<file path="config.mk">
export PLATFORM = sky130hd
export DESIGN_NAME = lynx_tape_player
export DESIGN_NICKNAME = d
export VERILOG_FILES = /design/src/rtl/lynx_tape_pkg.sv /design/src/rtl/lynx_tape_fifo.sv /design/src/rtl/lynx_tape_player.sv
export SDC_FILE = /design/constraint.sdc
export NUM_CORES = 1
export LEC_CHECK = 0
export CAP_MARGIN = 20
export CORE_AREA = 2 2 126 128
export CTS_BUF_LIST = sky130_fd_sc_hd__clkbuf_2
export DETAILED_ROUTE_END_ITERATION = 8
export DIE_AREA = 0 0 128 130
export GPL_ROUTABILITY_DRIVEN = 0
export GPL_TIMING_DRIVEN = 1
export PLACE_DENSITY = 0.77
export SLEW_MARGIN = 15
export SYNTH_ARGS = -nofsm -noshare
export SYNTH_HDL_FRONTEND = slang
export SYNTH_HIERARCHICAL = 1
export SYNTH_SLANG_ARGS = --single-unit
</file>
<file path="constraint.sdc">
create_clock -name clock -period 8.8 [get_ports clock]
set_clock_uncertainty 0.15 [all_clocks]
set_input_delay 2.2 -clock clock [delete_from_list [all_inputs] [get_ports clock]]
set_output_delay 2.2 -clock clock [all_outputs]
set_load 0.01 [all_outputs]
</file>
<file path="src/rtl/lynx_tape_pkg.sv">
// Shared types and helpers for the Lynx tape player.
//   state_t      : playback state machine encoding
//   ENTRY_W      : FIFO entry width, {last, data[7:0]}
//   max_int      : larger of two integers (constant-function use)
//   clog2_min1   : $clog2 clamped to at least one bit
package lynx_tape_pkg;

    localparam int ENTRY_W = 9;

    typedef enum logic [2:0] {
        IDLE,
        LEADER,
        LOAD,
        WAIT,
        BIT_HI,
        BIT_LO
    } state_t;

    function automatic int max_int(input int a, input int b);
        return (a > b) ? a : b;
    endfunction

    function automatic int clog2_min1(input int value);
        int w;
        w = $clog2(value);
        return (w < 1) ? 1 : w;
    endfunction

endpackage

</file>
<file path="src/rtl/lynx_tape_fifo.sv">
// Synchronous byte FIFO holding {last, data} entries for the tape player.
// Ports:
//   clock, reset_n : core clock, asynchronous active-low reset
//   flush          : empties the FIFO (takes priority over push/pop)
//   push, din      : write request and entry; ignored while full
//   pop            : read request; ignored while empty
//   dout           : entry at the head (valid while !empty)
//   level          : number of entries held
//   full, empty    : occupancy flags
module lynx_tape_fifo
    import lynx_tape_pkg::*;
#(
    parameter int DEPTH = 16
) (
    input  logic                     clock,
    input  logic                     reset_n,
    input  logic                     flush,
    input  logic                     push,
    input  logic [ENTRY_W-1:0]       din,
    input  logic                     pop,
    output logic [ENTRY_W-1:0]       dout,
    output logic [$clog2(DEPTH):0]   level,
    output logic                     full,
    output logic                     empty
);

    localparam int AW = $clog2(DEPTH);
    localparam int LVW = AW + 1;
    localparam logic [AW:0] FULL_LEVEL = LVW'(DEPTH);

    logic [ENTRY_W-1:0] mem [DEPTH];
    logic [AW-1:0]      wr_ptr;
    logic [AW-1:0]      rd_ptr;
    logic               do_push;
    logic               do_pop;

    assign full    = (level == FULL_LEVEL);
    assign empty   = (level == '0);
    assign do_push = push && !full && !flush;
    assign do_pop  = pop && !empty && !flush;
    assign dout    = mem[rd_ptr];

    // NOTE: storage arrays carry no reset; the level counter guards every
    // read, so stale contents are never observed and the array maps to RAM.
    always_ff @(posedge clock) begin
        if (do_push) begin
            mem[wr_ptr] <= din;
        end
    end

    // NOTE: sequential state uses non-blocking assignments so every register
    // samples pre-edge values regardless of statement order.
    always_ff @(posedge clock or negedge reset_n) begin
        if (!reset_n) begin
            wr_ptr <= '0;
            rd_ptr <= '0;
            level  <= '0;
        end else if (flush) begin
            wr_ptr <= '0;
            rd_ptr <= '0;
            level  <= '0;
        end else begin
            // Pointers wrap naturally because DEPTH is a power of two.
            if (do_push) wr_ptr <= wr_ptr + 1'b1;
            if (do_pop)  rd_ptr <= rd_ptr + 1'b1;
            case ({do_push, do_pop})
                2'b10:   level <= level + 1'b1;
                2'b01:   level <= level - 1'b1;
                default: level <= level;
            endcase
        end
    end

endmodule

</file>
<file path="src/rtl/lynx_tape_player.sv">
// Cassette-image player: converts queued image bytes into the square-wave
// tape level. Each bit is one high half-period followed by one low
// half-period, HALF0 ce-ticks per half for '0' and HALF1 for '1', MSB first.
// A leader of LEADER_CYCLES '0' bits precedes the first byte.
// Ports:
//   clock, reset_n  : core clock, asynchronous active-low reset
//   ce              : clock enable for all half-period timing
//   play            : rising edge starts, low aborts and flushes the FIFO
//   in_data/in_last/in_valid/in_ready : byte input handshake
//   tape            : registered tape level
//   busy            : player not idle
//   done            : one-clock pulse after the final bit of the last byte
//   underrun        : one-clock pulse when no byte is available at a boundary
//   fifo_level      : bytes currently queued
module lynx_tape_player
    import lynx_tape_pkg::*;
#(
    parameter int DEPTH         = 16,
    parameter int HALF0         = 1250,
    parameter int HALF1         = 2500,
    parameter int LEADER_CYCLES = 768
) (
    input  logic                   clock,
    input  logic                   reset_n,
    input  logic                   ce,
    input  logic                   play,
    input  logic [7:0]             in_data,
    input  logic                   in_last,
    input  logic                   in_valid,
    output logic                   in_ready,
    output logic                   tape,
    output logic                   busy,
    output logic                   done,
    output logic                   underrun,
    output logic [$clog2(DEPTH):0] fifo_level
);

    localparam int TW = clog2_min1(max_int(HALF0, HALF1));
    localparam int LW = clog2_min1(LEADER_CYCLES + 1);
    localparam logic [TW-1:0] H0_RELOAD   = TW'(HALF0 - 1);
    localparam logic [TW-1:0] H1_RELOAD   = TW'(HALF1 - 1);
    localparam logic [LW-1:0] LEADER_LOAD = LW'(LEADER_CYCLES);
    localparam logic [LW-1:0] LEADER_ONE  = LW'(1);

    state_t               state, state_nx;
    logic                 play_q;
    logic [TW-1:0]        timer, timer_nx;
    logic [LW-1:0]        leader_cnt, leader_cnt_nx;
    logic [7:0]           shreg, shreg_nx;
    logic [2:0]           bit_idx, bit_idx_nx;
    logic                 last_q, last_nx;
    logic                 tape_nx, done_nx, underrun_nx;
    logic                 pop;
    logic                 flush;
    logic                 fifo_full, fifo_empty;
    logic [ENTRY_W-1:0]   fifo_dout;

    logic play_rise, abort, half_end;

    assign play_rise = play && !play_q;
    assign abort     = (state != IDLE) && !play;
    // The half-period ends on the ce tick that finds the timer already at 0,
    // so a reload of HALF-1 yields exactly HALF ticks.
    assign half_end  = ce && (timer == '0);
    assign flush     = !play && (play_q || state != IDLE);
    assign in_ready  = !fifo_full;
    assign busy      = (state != IDLE);

    function automatic logic [TW-1:0] reload_for(input logic bit_val);
        return bit_val ? H1_RELOAD : H0_RELOAD;
    endfunction

    lynx_tape_fifo #(
        .DEPTH (DEPTH)
    ) u_fifo (
        .clock   (clock),
        .reset_n (reset_n),
        .flush   (flush),
        .push    (in_valid),
        .din     ({in_last, in_data}),
        .pop     (pop),
        .dout    (fifo_dout),
        .level   (fifo_level),
        .full    (fifo_full),
        .empty   (fifo_empty)
    );

    // State register.
    always_ff @(posedge clock or negedge reset_n) begin
        if (!reset_n) begin
            state <= IDLE;
        end else begin
            state <= state_nx;
        end
    end

    // Next-state logic.
    always_comb begin
        state_nx = state;
        if (abort) begin
            state_nx = IDLE;
        end else begin
            case (state)
                IDLE:   if (play_rise) state_nx = LEADER;
                LEADER: if (half_end && !tape && leader_cnt == LEADER_ONE) state_nx = LOAD;
                LOAD:   state_nx = fifo_empty ? WAIT : BIT_HI;
                WAIT:   if (!fifo_empty) state_nx = LOAD;
                BIT_HI: if (half_end) state_nx = BIT_LO;
                BIT_LO: begin
                    if (half_end) begin
                        if (bit_idx != 3'd0) state_nx = BIT_HI;
                        else if (last_q)     state_nx = IDLE;
                        else                 state_nx = LOAD;
                    end
                end
                default: state_nx = IDLE;
            endcase
        end
    end

    // Output and datapath logic.
    // NOTE: every signal gets a default before the case so no path leaves
    // one unassigned, which would otherwise infer a latch.
    always_comb begin
        timer_nx      = timer;
        leader_cnt_nx = leader_cnt;
        shreg_nx      = shreg;
        bit_idx_nx    = bit_idx;
        last_nx       = last_q;
        tape_nx       = tape;
        done_nx       = 1'b0;
        underrun_nx   = 1'b0;
        pop           = 1'b0;

        if ((state == LEADER || state == BIT_HI || state == BIT_LO) && ce && timer != '0) begin
            timer_nx = timer - 1'b1;
        end

        if (abort) begin
            tape_nx = 1'b0;
        end else begin
            case (state)
                IDLE: begin
                    tape_nx = 1'b0;
                    if (play_rise) begin
                        tape_nx       = 1'b1;
                        timer_nx      = H0_RELOAD;
                        leader_cnt_nx = LEADER_LOAD;
                    end
                end
                LEADER: begin
                    if (half_end) begin
                        if (tape) begin
                            tape_nx  = 1'b0;
                            timer_nx = H0_RELOAD;
                        end else if (leader_cnt != LEADER_ONE) begin
                            leader_cnt_nx = leader_cnt - 1'b1;
                            tape_nx       = 1'b1;
                            timer_nx      = H0_RELOAD;
                        end
                    end
                end
                LOAD: begin
                    if (!fifo_empty) begin
                        pop        = 1'b1;
                        shreg_nx   = fifo_dout[7:0];
                        last_nx    = fifo_dout[8];
                        bit_idx_nx = 3'd7;
                        timer_nx   = reload_for(fifo_dout[7]);
                        tape_nx    = 1'b1;
                    end else begin
                        underrun_nx = 1'b1;
                        tape_nx     = 1'b0;
                    end
                end
                WAIT: begin
                    tape_nx = 1'b0;
                end
                BIT_HI: begin
                    if (half_end) begin
                        tape_nx  = 1'b0;
                        timer_nx = reload_for(shreg[7]);
                    end
                end
                BIT_LO: begin
                    if (half_end) begin
                        if (bit_idx != 3'd0) begin
                            bit_idx_nx = bit_idx - 1'b1;
                            shreg_nx   = shreg << 1;
                            timer_nx   = reload_for(shreg[6]);
                            tape_nx    = 1'b1;
                        end else if (last_q) begin
                            done_nx = 1'b1;
                        end
                    end
                end
                default: tape_nx = 1'b0;
            endcase
        end
    end

    // Datapath registers.
    always_ff @(posedge clock or negedge reset_n) begin
        if (!reset_n) begin
            // play_q starts high so a play line already high out of reset
            // does not look like a rising edge.
            play_q     <= 1'b1;
            timer      <= '0;
            leader_cnt <= '0;
            shreg      <= '0;
            bit_idx    <= '0;
            last_q     <= 1'b0;
            tape       <= 1'b0;
            done       <= 1'b0;
            underrun   <= 1'b0;
        end else begin
            play_q     <= play;
            timer      <= timer_nx;
            leader_cnt <= leader_cnt_nx;
            shreg      <= shreg_nx;
            bit_idx    <= bit_idx_nx;
            last_q     <= last_nx;
            tape       <= tape_nx;
            done       <= done_nx;
            underrun   <= underrun_nx;
        end
    end

endmodule
</file>
==> flow_summary_export.csv <==
group,metric,value,unit
run_status,status,"completed",
detailed_routing,vias,5666,
final_layout,drive_above_1_share,11.88,%
grt,overflow,0,
setup_path,crit_arrival,2.60,ns
logic_synthesis,synth_area_leaders,"edfxtp_1, dfrtp_1, mux4_2",
detailed_routing,viasPerCell,6.296,
grt,grt_pass1_wl,28780,um
cts,clockBufferDepth,2,
timing,maxSlewHeadroom,32.82,%
timing,setup_tns,0,ns
logic_synthesis,ys.flop_type,"edfxtp_1",
grt,grtUsageTotal,22.88,%
power,switching_share,34.97,%
power,cellLeakagePower,3.271,nW
timing,whs,0.3849,ns
detailed_routing,drt_wl_total,17950,um
cts,numCtsBuffers,17,
detailed_routing,routed_wire_length_per_instance,19.94,um
cts,post_cts_resized,0,
place,place_area,0.009365,mm^2
cts,clk_latency,0.80,ns
detailed_routing,drt_pass1_iterations,5,
final_layout,instances_no_fill,900,
logic_synthesis,ys_seq_area_share,63.09,%
power,internal-power,1.407,mW
floorplanning,dieArea,0.01664,mm^2
run,maxCapViolations,0,
floorplanning,rows,46,
logic_synthesis,synth_cell_types,68,
logic_synthesis,synth_top_area_share,48.06,%
cts,ctsHoldBuffers,0,
power,pwr-share-comb,24.8,%
timing,clock.fmax,201.8,MHz
power,p_sw,0.7567,mW
logic_synthesis,syn_area_per_cell,13.27,um^2
min_path,min_path_type,"flip-flop to flip-flop",
grt,grt_pass1_vias,5537,
floorplanning,initial_core_util,58.33,%
logic_synthesis,synth-seq-cells,198,
power,p_per_area,225.9,mW/mm^2
final_layout,final_common_cell,"edfxtp_1",
floorplanning,core,0.01542,mm^2
timing,final_max_slew_viol_count,0,
detailed_routing,drc,0,
logic_synthesis,async_reset_ff_share,27.27,%
final_layout,fin_nets,723,
logic_synthesis,yosysTopAreaCell,"edfxtp_1",
setup_path,crit_type,"flip-flop to output pin",
floorplanning,die_h,130,um
final_layout,layout_common_cells,"edfxtp_1, nor2_1, nand2_1, dfrtp_1, o21ai_0",
cts,tritoncts,"built",
power,p_seq_share,56.3,%
final_layout,area_growth,6.466,%
timing,setup_viol,0,
power,p_total,2.164,mW
min_path,whs_path_depth,2,
floorplanning,fp.dieW,128,um
power,clkPwrFrac,18.9,%
grt,grt_max_degree,58,
floorplanning,ios,24,
timing,rsz0062_at_grt,"no",
place,post-place-cells,867,
cts,ctsHtreeMaxLevel,4,
grt,antenna_found_initial,1,
setup_path,cp-start-kind,"flip-flop",
logic_synthesis,syn_area,0.008997,mm^2
cts,clkSinkCount,198,
cts,root_buffer,"clkbuf_2",
setup_path,r2r_cells,14,
timing,min_period_over_period,56.30,%
power,ir_worst_vdd,0.1426,mV
timing,final_hold_viol_count,0,
setup_path,crit_path_end_kind,"output pin",
logic_synthesis,netlist_instances,678,
logic_synthesis,syn-num-nets,707,
detailed_routing,postRouteAntennaNets,0,
place,io_buffers,23,
timing,worst_slew_pin_slew,1.008,ns
place,dpl.hpwl,12180,um
cts,cts.reportedPaths.clkPinSlew,0.27,ns
setup_path,required,6.45,ns
cts,cts_setup_buffers,0,
detailed_routing,drtIter0Drc,619,
logic_synthesis,synth_edf_count,144,
logic_synthesis,yosysWarnings,6,
setup_path,cp_max_fo,6,
final_layout,final_cell_area,0.009579,mm^2
timing,period_minus_slack,4.955,ns
sequential cells by signal (all words and copies together), names as in the netlist, 3 cells and up:
signal and cells:
leader_cnt 10, u_fifo/mem 144, bit_idx 3, shreg 8
u_fifo/wr_ptr 4, u_fifo/level 5, state 3, u_fifo/rd_ptr 4
timer 12
worst max-delay path, cell delays in order (launching register included):
cell and delay (ns):
dfrtp_1 0.49, nor4_1 0.60, and2_1 0.21, inv_1 0.05, clkdlybuf4s50_1 0.47
worst paths after layout:
kind / from / slack (ns) / endpoint
max in group asynchronous: reset_n / 6.49 / play_q
setup reg to reg: u_fifo/level[1] / 4.89 / u_fifo/level[4]
hold / removal: shreg[2] / 0.38 / shreg[3]
min in group asynchronous: reset_n / 1.17 / leader_cnt[2]
hold reg to reg: shreg[2] / 0.38 / shreg[3]
setup / recovery: u_fifo/level[1] / 3.85 / in_ready
synth_stat cells (all sizes together), types with 3 or more instances:
| cell | number |
|---|---|
| edfxtp | 144 |
| nor2 | 73 |
| nand2 | 54 |
| dfrtp | 53 |
| o21ai | 32 |
| a21oi | 31 |
| mux2i | 28 |
| inv | 21 |
| mux4 | 18 |
| xor2 | 18 |
| clkbuf | 16 |
| mux2 | 16 |
| buf | 14 |
| ha | 14 |
| a31oi | 13 |
| a221oi | 10 |
| nand3 | 10 |
| a22oi | 9 |
| nand4 | 8 |
| nor3 | 8 |
| nor4 | 8 |
| xnor2 | 7 |
| nand2b | 5 |
| nor2b | 5 |
| a21o | 4 |
| o22ai | 4 |
| a211oi | 3 |
| and2 | 3 |
| nand3b | 3 |
| o211ai | 3 |
| o31ai | 3 |
| or2 | 3 |
| or3 | 3 |
| or4 | 3 |
power groups by stage:
stage | clock network [mW] | registers (mW) | logic, mW
2_1_floorplan | 0 | 1.20 | 0.408
6_report | 0.409 | 1.22 | 0.537
3_5_place_dp | 0 | 1.23 | 0.534
4_1_cts | 0.422 | 1.22 | 0.535
3_3_place_gp | 0 | 1.23 | 0.511
5_1_grt | 0.458 | 1.23 | 0.602
layout make-up:
cell class              instances  area, um^2
diodes                          1       2.502
clock buffers                  19       95.09
clock inverters                13       116.4
fillers                      1132        5846
inverters                      21       78.83
multi-input cells             429        3113
flip-flops and latches        198        5678
well taps                     192       240.2
repair buffers                 27       255.2
stage by stage:
step,worst slack (ns),util (%)
after floorplan,4.064,-
after global placement,3.375,60.72
after detailed placement,3.176,60.72
after CTS,3.835,62.09
after global routing,3.669,62.10
final,3.845,62.10
logic make-up after synthesis:
logic type	count (synthesis)	synth area share [%]
buf+inv	51	2.309
xor+xnor	25	2.434
simple gates	196	10.69
mux	62	9.623
fa+ha+maj	16	2.281
flops	198	63.09
compound gates	130	9.568
per-layer routing:
| metal | part of all wire, % | global-route usage [%] | wire, um |
|---|---|---|---|
| met5 | 0 | 0 | 0 |
| met4 | 1.7 | 8.145 | 299 |
| met3 | 5.9 | 4.387 | 1065 |
| met2 | 51 | 39.54 | 9132 |
| met1 | 42 | 29.29 | 7448 |
No activity file was read; power rests on OpenSTA's default activity.
